**config.mk**
```make
export PLATFORM = sky130hd
export DESIGN_NAME = sort_diverter_scheduler
export DESIGN_NICKNAME = d
export VERILOG_FILES = /design/src/rtl/sort_diverter_scheduler.sv
export SDC_FILE = /design/constraint.sdc
export NUM_CORES = 1
export LEC_CHECK = 0
export BUFFER_PORTS_ARGS = -buffer_cell sky130_fd_sc_hd__buf_2
export CAP_MARGIN = 20
export CORE_ASPECT_RATIO = 0.5
export CORE_UTILIZATION = 50
export DETAILED_ROUTE_END_ITERATION = 16
export HOLD_SLACK_MARGIN = 0.03
export PLACE_DENSITY = 0.67
export SKIP_LAST_GASP = 1
export SLEW_MARGIN = 10
export SYNTH_ARGS = -nofsm -noshare
export SYNTH_HDL_FRONTEND = slang
export SYNTH_SLANG_ARGS = --single-unit
```
**constraint.sdc**
```tcl
create_clock -name CLK -period 4.51 [get_ports CLK]
set_input_delay 0.6765 -clock CLK [delete_from_list [all_inputs] [get_ports CLK]]
set_output_delay 0.6765 -clock CLK [all_outputs]
set_load 0.05 [all_outputs]
```
**src/rtl/sort_diverter_scheduler.sv**
```systemverilog
// Diverter gate scheduler: tracks classified packages in a slot table and
// pulses each bin's gate when its package has travelled that gate's distance.
module sort_diverter_scheduler #(
    parameter int SLOTS     = 8,
    parameter int TW        = 8,
    parameter int GATE_LEN  = 4,
    parameter int DIST_BASE = 10
) (
    input  logic          CLK,
    input  logic          Reset,
    input  logic          ItemValid,
    input  logic [2:0]    ItemGrp,
    input  logic          Tick,
    input  logic          CfgWe,
    input  logic [2:0]    CfgAddr,
    input  logic [TW-1:0] CfgData,
    output logic [5:0]    Gate,
    output logic          ItemReady,
    output logic [4:0]    InFlight,
    output logic          Overflow,
    output logic [7:0]    DropCnt
);

    localparam int GW = $clog2(GATE_LEN + 1);
    localparam int SW = $clog2(SLOTS);

    logic [SLOTS-1:0] r_occ;
    logic [2:0]       r_grp [SLOTS];
    logic [TW-1:0]    r_cnt [SLOTS];
    logic [TW-1:0]    r_dist [6];
    logic [GW-1:0]    r_gtmr [6];
    logic             r_overflow;
    logic [7:0]       r_dropcnt;

    logic             w_grp_ok;
    logic             w_free_found;
    logic [SW-1:0]    w_free_idx;
    logic             w_accept;
    logic             w_drop;
    logic [SLOTS-1:0] w_fire;
    logic [5:0]       w_fire_grp;
    logic [TW-1:0]    w_dist_sel;
    logic [TW-1:0]    w_load_cnt;
    logic [4:0]       w_inflight;

    assign w_grp_ok = (ItemGrp != 3'd0) && (ItemGrp != 3'd7);

    // Lowest-index free slot; occupancy is sampled before this edge's frees.
    always_comb begin
        w_free_found = 1'b0;
        w_free_idx   = '0;
        for (int i = SLOTS - 1; i >= 0; i--) begin
            if (!r_occ[i]) begin
                w_free_found = 1'b1;
                w_free_idx   = SW'(i);
            end
        end
    end

    assign w_accept = ItemValid && w_grp_ok && w_free_found;
    assign w_drop   = ItemValid && w_grp_ok && !w_free_found;

    always_comb begin
        w_fire     = '0;
        w_fire_grp = '0;
        for (int i = 0; i < SLOTS; i++) begin
            w_fire[i] = Tick && r_occ[i] && (r_cnt[i] == TW'(1));
            for (int g = 0; g < 6; g++) begin
                if (w_fire[i] && (r_grp[i] == 3'(g + 1)))
                    w_fire_grp[g] = 1'b1;
            end
        end
    end

    always_comb begin
        w_dist_sel = '0;
        for (int g = 0; g < 6; g++) begin
            if (ItemGrp == 3'(g + 1))
                w_dist_sel = r_dist[g];
        end
        w_load_cnt = (w_dist_sel == '0) ? TW'(1) : w_dist_sel;
    end

    always_comb begin
        w_inflight = '0;
        for (int i = 0; i < SLOTS; i++) begin
            if (r_occ[i])
                w_inflight = w_inflight + 5'd1;
        end
    end

    always_ff @(posedge CLK or negedge Reset) begin
        if (!Reset) begin
            r_occ      <= '0;
            r_overflow <= 1'b0;
            r_dropcnt  <= '0;
            for (int g = 0; g < 6; g++) begin
                r_gtmr[g] <= '0;
                r_dist[g] <= TW'(DIST_BASE * (g + 1));
            end
        end else begin
            for (int i = 0; i < SLOTS; i++) begin
                if (w_fire[i])
                    r_occ[i] <= 1'b0;
            end
            if (w_accept)
                r_occ[w_free_idx] <= 1'b1;

            // A fire on an already-open gate reloads its timer, stretching the pulse.
            for (int g = 0; g < 6; g++) begin
                if (w_fire_grp[g])
                    r_gtmr[g] <= GW'(GATE_LEN);
                else if (r_gtmr[g] != '0)
                    r_gtmr[g] <= r_gtmr[g] - GW'(1);
                if (CfgWe && (CfgAddr == 3'(g + 1)))
                    r_dist[g] <= CfgData;
            end

            if (w_drop) begin
                r_overflow <= 1'b1;
                if (r_dropcnt != 8'hFF)
                    r_dropcnt <= r_dropcnt + 8'd1;
            end
        end
    end

    // Slot payload is only meaningful while the occupancy bit is set.
    always_ff @(posedge CLK) begin
        for (int i = 0; i < SLOTS; i++) begin
            if (w_accept && (w_free_idx == SW'(i))) begin
                r_grp[i] <= ItemGrp;
                r_cnt[i] <= w_load_cnt;
            end else if (Tick && r_occ[i]) begin
                r_cnt[i] <= r_cnt[i] - TW'(1);
            end
        end
    end

    always_comb begin
        for (int g = 0; g < 6; g++)
            Gate[g] = (r_gtmr[g] != '0);
    end

    assign InFlight  = w_inflight;
    assign ItemReady = (w_inflight != 5'(SLOTS));
    assign Overflow  = r_overflow;
    assign DropCnt   = r_dropcnt;

endmodule

```
==> out/results.ini, run 1 <==
[die]
coreArea_um2 = 18700
dieWidth_um = 199.2
die_area_um2 = 20040
start_util_pct = 52.00
top_level_ports = 40
num_rows = 35
die_h_um = 100.6

[layout]
num_antenna_cells = 0
fillers = 1519
seq_area_um2 = 4741
multi_input_area_um2 = 4863
final_common_cell = edfxtp_1
final_cell_mix = edfxtp_1, nor2_1, dfrtp_1
syn2layout_area_growth_pct = 16.74
finalNetCount = 1038
drive_above_1_share_pct = 24.04
stdcell_count = 1253

[detailed_routing]
via_count = 7108
vias_per_cell = 5.673
routedWlPerCell_um = 17.84
wirelength_mm = 22.35
drc = 0
firstDrtPassIters = 5
drt-initial-drc-count = 669
ant_nets = 0

[power_and_ir_drop]
p_per_area_nw_per_um2 = 824.7
power_mw = 9.362
ir_worst_vdd_uv = 1475
p_sw_share_pct = 42.48
internal_power_mw = 5.385
seqPwrFrac_pct = 26.6
p_sw_mw = 3.977
power_leakage_nw = 4.732
pwr-share-clk_pct = 15.6
comb_power_share_pct = 57.8

[global_route]
grt_pass1_vias = 6955
grt_antenna_before_repair = 0
grt_pass1_wl_mm = 36.29
gr-total-overflow = 0
grt_max_degree = 57
grt.total_usage_pct = 23.74

[cts]
clk_pin_slew_ps = 80
tritoncts = built
cts_buffer_depth = 2
clock_sinks = 171
hold_buffers = 0
cts_root_buf = clkbuf_16
clk_latency_ps = 440
cts_made_buffers = 17
htreeDepth = 4

[sta]
min_period_ps = 4984
relSlewSlack_pct = 33.73
setup_viol = 5
layout_worst_path_cycle_share_pct = 110.5
rsz0062_at_grt = yes
tightest_slew_ps = 969.0
holdWs_ps = 285.5
hold_viol = 0
fmax_mhz = 200.6
setup_ws_ps = -474.3
slew_violations = 0
clock_skew_ps = 13.04

[run_status]
outcome = finished with violations
violations = setup timing

[yosys]
syn_nets = 959
synth_seq_area_share_pct = 48.75
syn_avg_cell_area_um2 = 10.78
synth-edff-count = 88
postSynthCellCount = 902
synthTopCellsByArea = edfxtp_1, dfrtp_1, mux2_2
ys_warn_count = 0
synthDistinctLibCells = 68
synth_seq_cells = 171
netlist.area_leader.share_pct = 27.17
async_reset_ff_share_pct = 48.54
yosys.area.top_type = edfxtp_1
netlist_area_um2 = 9724
ys.flop_type = edfxtp_1

[setup_path]
start_kind = flop
r2r-end = r_gtmr[9]
r2r-start = r_occ[5]
rr_worst_depth = 7
crit_start = r_occ[0]
crit_required_ps = 3830
crit_type = reg -> out
cp.arrival_ps = 4310
path_max_fanout = 3
r2r_setup_slack_ps = 1330
cp-end-kind = output pin
crit_end = ItemReady

[placed_design]
dp_slack_ps = -221.2
routabilityCongestion = 0.8947
dp_hpwl_mm = 15.37
portBuffers = 39
dp.cells = 1211

[hold_path]
min_path_type = in -> async

[job]
drv_cap = 0

==> cell type report <==
class                      count  area share [%]
multi-input combinational    643           42.84
sequential                   171           41.76
timing repair buffer          89           5.489
clock buffer                  20           4.122
tap                          259           2.855
inverter                      59           1.951
clock inverter                12          0.9809
==> power by group through the flow <==
stage | Combinational [mW] | Sequential, mW | Clock (mW)
3_3_place_gp | 4.30 | 2.49 | 0
2_1_floorplan | 3.21 | 2.49 | 0
3_5_place_dp | 4.44 | 2.51 | 0
4_1_cts | 5.07 | 2.49 | 1.48
5_1_grt | 5.82 | 2.55 | 1.54
6_report | 5.41 | 2.49 | 1.46
==> worst min path at each step <==
stage	from	to	slack, ps	depth (start not counted)
final	Reset	DropCnt[3]	290	1
after global placement	Overflow	Overflow	450	1
after global routing	Reset	DropCnt[1]	350	1
after CTS	Reset	DropCnt[1]	310	1
after detailed placement	Overflow	Overflow	450	1
after floorplan	Reset	DropCnt[0]	380	0
==> cells in the mapped netlist (all sizes together) (3+ instances only) <==
cell / number
edfxtp: 88
mux2i: 25
nor4: 20
nor4b: 10
a22oi: 7
nor3: 21
and2: 7
clkbuf: 18
a211oi: 4
nand2: 68
a31oi: 12
inv: 59
or3: 3
dfstp: 17
buf: 11
a32oi: 6
xnor2: 41
nor3b: 6
dfrtp: 66
nor2b: 11
nand4b: 5
a21oi: 54
nand3: 11
nand4: 9
and3: 7
ha: 38
or4: 9
nand2b: 18
xor2: 41
o211a: 5
a221oi: 13
nor2: 89
o21ai: 22
mux2: 51
==> critical path, stage by stage, from the launching register on <==
cell and delay [ps]:
dfrtp_1 400, inv_2 70, ha_4 290, xor2_4 210, ha_4 250, xnor2_2 130, nor2_1 70, a31oi_1 170
xor2_1 230, buf_4 160, a21oi_2 40, o21ai_1 170, ha_1 270, nand2_2 80, o41ai_4 90, ha_2 230
xnor2_2 150, xnor2_2 200, a31oi_4 140, nor4b_4 290, a31oi_4 50, buf_6 160
==> kinds of logic after synthesis <==
kind of cell | synth area share [%]
AO/OA/AOI/OAI | 9.715
flip-flops | 48.75
adder cells (fa/ha/maj) | 4.889
buffers and inverters | 3.718
XOR/XNOR | 7.939
AND/OR/NAND/NOR | 16.51
multiplexers | 8.479
==> routing by layer <==
layer | global-route usage [%] | share of wire [%] | up-vias
li1 | - | - | 3416
met2 | 37.98 | 46 | 183
met3 | 3.948 | 4.4 | 30
met1 | 33.11 | 48 | 3479
met5 | 0 | 0 | -
met4 | 7.633 | 1.5 | 0
==> flip-flops by register name, summed over array words and instances (netlist names) <==
signal and cells:
r_dist 48, r_grp 24, r_occ 8, Overflow 1
DropCnt 8, r_gtmr 18, r_cnt 64
==> per-stage QoR <==
stage	TNS (ps)	utilization [%]	area, um2
after global routing	-2501	60.71	11350
after detailed placement	-300.8	56.09	10490
after floorplan	-107.5	-	9807
after CTS	-1303	60.30	11280
final	-1450	60.71	11350
after global placement	-62.76	56.09	10490
==> what timing repair did <==
item                       4_1_cts  5_1_grt
pin swaps                       11       15
setup endpoints to repair        5        5
buffers inserted                10        2
resized for setup               30       14
No activity file was read; power rests on OpenSTA's default activity.
==> run 2, diff against run 1 <==
--- a/config.mk
+++ b/config.mk
@@ -8,6 +8,7 @@
 export BUFFER_PORTS_ARGS = -buffer_cell sky130_fd_sc_hd__buf_2
 export CAP_MARGIN = 20
 export CORE_ASPECT_RATIO = 0.5
+export CORE_MARGIN = 2
 export CORE_UTILIZATION = 50
 export DETAILED_ROUTE_END_ITERATION = 16
 export HOLD_SLACK_MARGIN = 0.03
==> constraint.sdc (replaced) <==
create_clock -name CLK -period 4.51 [get_ports CLK]
set_input_delay 0.451 -clock CLK [delete_from_list [all_inputs] [get_ports CLK]]
set_output_delay 0.451 -clock CLK [all_outputs]
set_load 0.05 [all_outputs]
==> run 2 against run 1 <==
Compared with the run above:
- sequential power about the same
- design area up 0.29%
- via count grew 0.70%
- the run still ends with setup timing left
- non-clock buffer count decreased by 5
- wire length up 1.0%
- clock skew grew 4.8 ps
- register-to-register slack got worse by 160 ps
- die area rose by 3.0%
- clock power hardly changed
- sequential cell count did not move
- largest power group unchanged
- core utilization hardly changed
- first-iteration DRC count shrank 2.4%
==> out/results.ini, run 2 (synthesis results as in run 1) <==
[die]
start_util_pct = 51.88  ; -0.12 points
num_rows = 35  ; unchanged
die_h_um = 102.6  ; +2.0%
top_level_ports = 40  ; unchanged
die_area_um2 = 20650  ; +3.0%
dieWidth_um = 201.2  ; +1.0%
coreArea_um2 = 18740  ; +0.23%

[layout]
utilization_pct = 60.74  ; about the same
drive_above_1_share_pct = 23.96  ; -0.081 points
stdcell_count = 1248  ; -0.40%
top_register = r_cnt
num_antenna_cells = 0  ; unchanged
top_regs = r_cnt (64), r_dist (48), r_grp (24)
finalNetCount = 1033  ; -0.48%
seq_area_um2 = 4741  ; unchanged
fin_area_um2 = 11380  ; +0.29%
multi_input_area_um2 = 4922  ; +1.2%
final_common_cell = edfxtp_1
final_cell_mix = edfxtp_1, nor2_1, dfrtp_1
fillers = 1540  ; +1.4%
syn2layout_area_growth_pct = 17.07
largest_register_ff_count = 64  ; unchanged

[cts]
clock_sinks = 171  ; unchanged
cts_root_buf = clkbuf_16
clk_pin_slew_ps = 80  ; about the same
cts_made_buffers = 17  ; unchanged
htreeDepth = 4  ; unchanged
cts_buffer_depth = 2  ; unchanged
clk_latency_ps = 440  ; about the same
tritoncts = built

[setup_path]
crit_required_ps = 4060  ; +230 ps
crit_type = reg -> out
cp-end-kind = output pin
path_max_fanout = 3  ; unchanged
start_kind = flop
r2r_setup_slack_ps = 1170  ; -160 ps
cp.arrival_ps = 4370  ; +60 ps
rr_worst_depth = 7  ; unchanged

[run_status]
outcome = finished with violations
violations = setup timing

[detailed_routing]
drc = 0  ; unchanged
firstDrtPassIters = 5  ; unchanged
routedWlPerCell_um = 18.09  ; +1.4%
drt-initial-drc-count = 653  ; -2.4%
vias_per_cell = 5.736  ; +1.1%
ant_nets = 0  ; unchanged
via_count = 7158  ; +0.70%
wirelength_mm = 22.58  ; +1.0%

[placed_design]
routabilityCongestion = 0.8698  ; -2.8%
dp_hpwl_mm = 15.24  ; -0.88%
dpl_cell_area_um2 = 10380  ; -1.0%
portBuffers = 39  ; unchanged
dp.cells = 1197  ; -1.2%

[global_route]
gr-total-overflow = 0  ; unchanged
grt_max_degree = 60  ; +5.3%
grt_pass1_wl_mm = 36.63  ; +0.93%
grt_pass1_vias = 7016  ; +0.88%
grt.total_usage_pct = 22.64  ; -1.1 points
grt_antenna_before_repair = 0  ; unchanged

[hold_path]
min_path_type = in -> async

[sta]
fmax_mhz = 207.4  ; +3.4%
tns_ps = -766.2  ; +683.5 ps
rsz0062_at_grt = yes
layout_worst_path_cycle_share_pct = 106.9  ; -3.6 points
setup_ws_ps = -310.8  ; +163.4 ps
clock_skew_ps = 17.86  ; +4.818 ps
setup_viol = 4  ; -1
min_period_ps = 4821  ; -163.4 ps
hold_viol = 0  ; unchanged
slew_violations = 0  ; unchanged
relSlewSlack_pct = 22.78  ; -11 points
tightest_slew_ps = 1129  ; +160.2 ps

[power_and_ir_drop]
comb_power_share_pct = 58.7  ; +0.9 points
p_per_area_nw_per_um2 = 841.7  ; +2.1%
p_sw_mw = 4.113  ; +3.4%
internal_power_mw = 5.470  ; +1.6%
seqPwrFrac_pct = 26.1  ; -0.5 points
pwr-share-clk_pct = 15.2  ; -0.4 points
power_leakage_nw = 4.720  ; -0.25%
p_sw_share_pct = 42.92  ; +0.44 points
ir_worst_vdd_uv = 1135  ; -23%

[job]
drv_cap = 0  ; unchanged

[run 2: what timing repair did]
item / CTS / global route
pin swaps: 13 / 12
resized for setup: 18 / 41
setup endpoints to repair: 4 / 5
hold buffers: 0 / 0
buffers inserted: 10 / 9
[run 2: worst paths after layout]
| check | from | endpoint |
|---|---|---|
| setup / recovery | r_occ[0] | ItemReady |
| hold / removal | Reset | r_occ[6] |
| setup reg to reg | r_occ[5] | r_gtmr[9] |
| hold reg to reg | Overflow | Overflow |
| max in group asynchronous | Reset | r_dist[5] |
| min in group CLK | CfgData[6] | r_dist[46] |
[run 2: critical path, stage by stage, from the launching register on]
cell and delay (ps):
dfrtp_1 410, buf_6 140, ha_1 200, or2_2 300, nand2_2 70, xnor2_1 130
mux2i_1 130, buf_4 150, buf_4 120, buf_4 120, buf_4 130, nor2_1 80
a21oi_1 50, o21ai_1 170, ha_2 290, nand2_1 100, o41ai_4 110, ha_4 220
xnor2_2 140, xnor2_2 200, a31oi_4 140, nor4b_4 310, a31oi_4 50, buf_6 170
[run 2: area by class of cell]
cell class	count	area share, %
repair buffers	84	5.209
flip-flops and latches	171	41.64
clock inverters	10	0.6704
multi-input cells	643	43.24
clock buffers	22	4.451
inverters	59	1.945
well taps	259	2.846
[run 2: per-layer routing]
layer  GRT usage [%]  share of wire (%)
met2           37.40                 46
met3           3.571                4.3
met1           31.49                 49
met5               0                  0
met4           6.674                1.4
[run 2: stage by stage]
stage	power [mW]	setup slack, ps	hold slack, ps
2_1_floorplan	5.700	29.04	155.4
3_3_place_gp	6.550	76.53	449.6
3_5_place_dp	6.707	-8.888	460.4
4_1_cts	8.432	-314.3	135.3
5_1_grt	10.13	-551.6	174.6
6_report	9.583	-310.8	110.2
[run 2: power groups by stage]
stage | Combinational [mW] | Sequential (mW) | Clock (mW)
finish | 5.63 | 2.50 | 1.45
detailed placement | 4.19 | 2.51 | 0
floorplan | 3.21 | 2.49 | 0
global placement | 4.06 | 2.49 | 0
CTS | 4.47 | 2.49 | 1.47
global route | 6.03 | 2.56 | 1.54
==> run 3, diff against run 2 <==
--- a/config.mk
+++ b/config.mk
@@ -9,10 +9,10 @@
 export CAP_MARGIN = 20
 export CORE_ASPECT_RATIO = 0.5
 export CORE_MARGIN = 2
-export CORE_UTILIZATION = 50
+export CORE_UTILIZATION = 45
 export DETAILED_ROUTE_END_ITERATION = 16
 export HOLD_SLACK_MARGIN = 0.03
-export PLACE_DENSITY = 0.67
+export PLACE_DENSITY = 0.62
 export SKIP_LAST_GASP = 1
 export SLEW_MARGIN = 10
 export SYNTH_ARGS = -nofsm -noshare
==> run 3 against run 2 <==
Compared with the run above:
- the run still ends with setup timing left
- sequential cell count stayed put
- die area rose by 11%
- combinational power is 12% lower
- critical endpoint unchanged
==> out/results.ini, run 3 (synthesis results as in run 1) <==
[setup_path]
cp.arrival_ps = 4460  ; +90 ps
r2r-start = r_occ[6]
path_max_fanout = 4  ; +1
r2r_setup_slack_ps = 1310  ; +140 ps
start_kind = flop
rr_worst_depth = 7  ; unchanged
r2r-end = r_gtmr[16]
crit_required_ps = 4060  ; about the same
crit_start = r_occ[1]
cp-end-kind = output pin
crit_type = reg -> out

[run_status]
outcome = finished with violations
violations = setup timing

[global_route]
grt.total_usage_pct = 20.56  ; -2.1 points
grt_pass1_vias = 6688  ; -4.7%
grt_antenna_before_repair = 0  ; unchanged
grt_max_degree = 56  ; -6.7%
gr-total-overflow = 0  ; unchanged
grt_pass1_wl_mm = 36.08  ; -1.5%

[power_and_ir_drop]
ir_worst_vdd_uv = 1482  ; +31%
pwr-share-clk_pct = 16.1  ; +0.9 points
internal_power_mw = 4.994  ; -8.7%
comb_power_share_pct = 55.9  ; -2.8 points
power_leakage_nw = 4.660  ; -1.3%
p_sw_mw = 3.900  ; -5.2%
seqPwrFrac_pct = 28.0  ; +1.9 points
p_per_area_nw_per_um2 = 787.5  ; -6.4%
p_sw_share_pct = 43.85  ; +0.93 points

[sta]
relSlewSlack_pct = 19.57  ; -3.2 points
clock_skew_ps = 16.58  ; -1.278 ps
setup_viol = 3  ; -1
hold_viol = 0  ; unchanged
fmax_mhz = 203.4  ; -1.9%
min_period_ps = 4916  ; +95.06 ps
setup_ws_ps = -405.9  ; -95.06 ps
tightest_slew_ps = 1176  ; +46.84 ps
rsz0062_at_grt = yes
slew_violations = 0  ; unchanged
layout_worst_path_cycle_share_pct = 109.0  ; +2.1 points

[detailed_routing]
vias_per_cell = 5.463  ; -4.8%
drt-initial-drc-count = 456  ; -30%
firstDrtPassIters = 4  ; -1
routedWlPerCell_um = 17.54  ; -3.0%
via_count = 6949  ; -2.9%
drc = 0  ; unchanged
ant_nets = 0  ; unchanged
wirelength_mm = 22.31  ; -1.2%

[placed_design]
dpl_cell_area_um2 = 10440  ; +0.59%
routabilityCongestion = 0.9226  ; +6.1%
portBuffers = 39  ; unchanged
dp_hpwl_mm = 15.18  ; -0.37%

[layout]
fillers = 1827  ; +19%
final_cell_mix = edfxtp_1, nor2_1, dfrtp_1, nand2_1, inv_1
utilization_pct = 54.10  ; -6.6 points
top_regs = r_cnt (64), r_dist (48), r_grp (24)
drive_above_1_share_pct = 23.16  ; -0.80 points
fin_area_um2 = 11290  ; -0.79%
final_common_cell = edfxtp_1
num_antenna_cells = 0  ; unchanged
largest_register_ff_count = 64  ; unchanged
top_register = r_cnt
finalNetCount = 1024  ; -0.87%
syn2layout_area_growth_pct = 16.15

[die]
num_rows = 37  ; +5.7%
start_util_pct = 46.58  ; -5.3 points
coreArea_um2 = 20880  ; +11%
die_area_um2 = 22870  ; +11%
die_h_um = 107.9  ; +5.2%
dieWidth_um = 211.9  ; +5.3%
top_level_ports = 40  ; unchanged

[cts]
clk_pin_slew_ps = 70  ; about the same
clock_sinks = 171  ; unchanged
tritoncts = built
cts_root_buf = clkbuf_16
cts_buffer_depth = 2  ; unchanged
cts_made_buffers = 17  ; unchanged
clk_latency_ps = 450  ; about the same
htreeDepth = 4  ; unchanged
hold_buffers = 0  ; unchanged

[job]
drv_cap = 0  ; unchanged

[hold_path]
min_path_type = in -> async

run 3: cell count changes in the layout (fill, tap and decap cells not counted), sizes merged:
cell	previous run	this run
inv	63	65
clkinv	4	6
clkinvlp	2	0
buf	84	75
clkbuf	22	20
run 3: how the worst max path moves through the flow:
stage	end	slack, ps	depth (start not counted)
finish	ItemReady	-410	20
global route	ItemReady	-570	23
CTS	ItemReady	-260	20
detailed placement	ItemReady	6	20
global placement	ItemReady	130	20
floorplan	ItemReady	30	20
run 3: worst max-delay path: stages (launching register included):
cell and delay (ps):
dfrtp_1 400, inv_2 100, ha_4 220, xor2_4 160, buf_4 150, xnor2_1 120, mux2i_1 280, inv_1 130
ha_4 290, xnor2_1 110, nand2_1 70, o211ai_1 120, o21ai_1 100, ha_1 220, and2_1 210, xnor3_2 450
nor3b_2 200, a31oi_4 250, nor4_4 70, a31oi_4 190, buf_6 180
run 3: layout make-up:
cell class	instances	area (um2)	share of cell area, %
Tap cell	292	365.4	3.235
Clock buffer	20	479.2	4.243
Inverter	59	221.5	1.961
Clock inverter	12	80.08	0.7090
Multi-Input combinational cell	643	4903	43.41
Sequential cell	171	4742	41.99
Timing Repair Buffer	75	503.0	4.453
run 3: per-stage QoR:
step	setup slack [ps]	power (mW)	TNS [ps]	instances	hold slack (ps)
after floorplan	29.04	5.700	0	902	155.4
after global placement	134.4	6.610	0	1232	451.0
after detailed placement	5.588	6.730	0	1232	462.0
after CTS	-264.0	8.349	-416.0	1267	110.9
after global routing	-573.2	9.431	-1436	1272	136.9
final	-405.9	8.895	-769.0	1272	79.71
run 3: routing by layer:
layer | vias up | GRT usage (%) | share of wire, %
li1 | 3373 | - | -
met1 | 3413 | 29.37 | 49
met2 | 143 | 31.77 | 45
met3 | 20 | 4.763 | 4.7
met4 | 0 | 5.131 | 1.1
met5 | - | 0 | 0
run 3: repair_timing:
item,4_1_cts,5_1_grt
setup buffers,3,5
hold endpoints to repair,0,0
pin swaps,9,8
gates resized for setup,23,28
setup endpoints to repair,3,5
run 3: power groups by stage:
stage	sequential [mW]	combinational, mW	clock (mW)
final	2.49	4.97	1.43
after global routing	2.56	5.36	1.51
after CTS	2.49	4.41	1.45
after detailed placement	2.51	4.22	0
after global placement	2.50	4.11	0
after floorplan	2.49	3.21	0
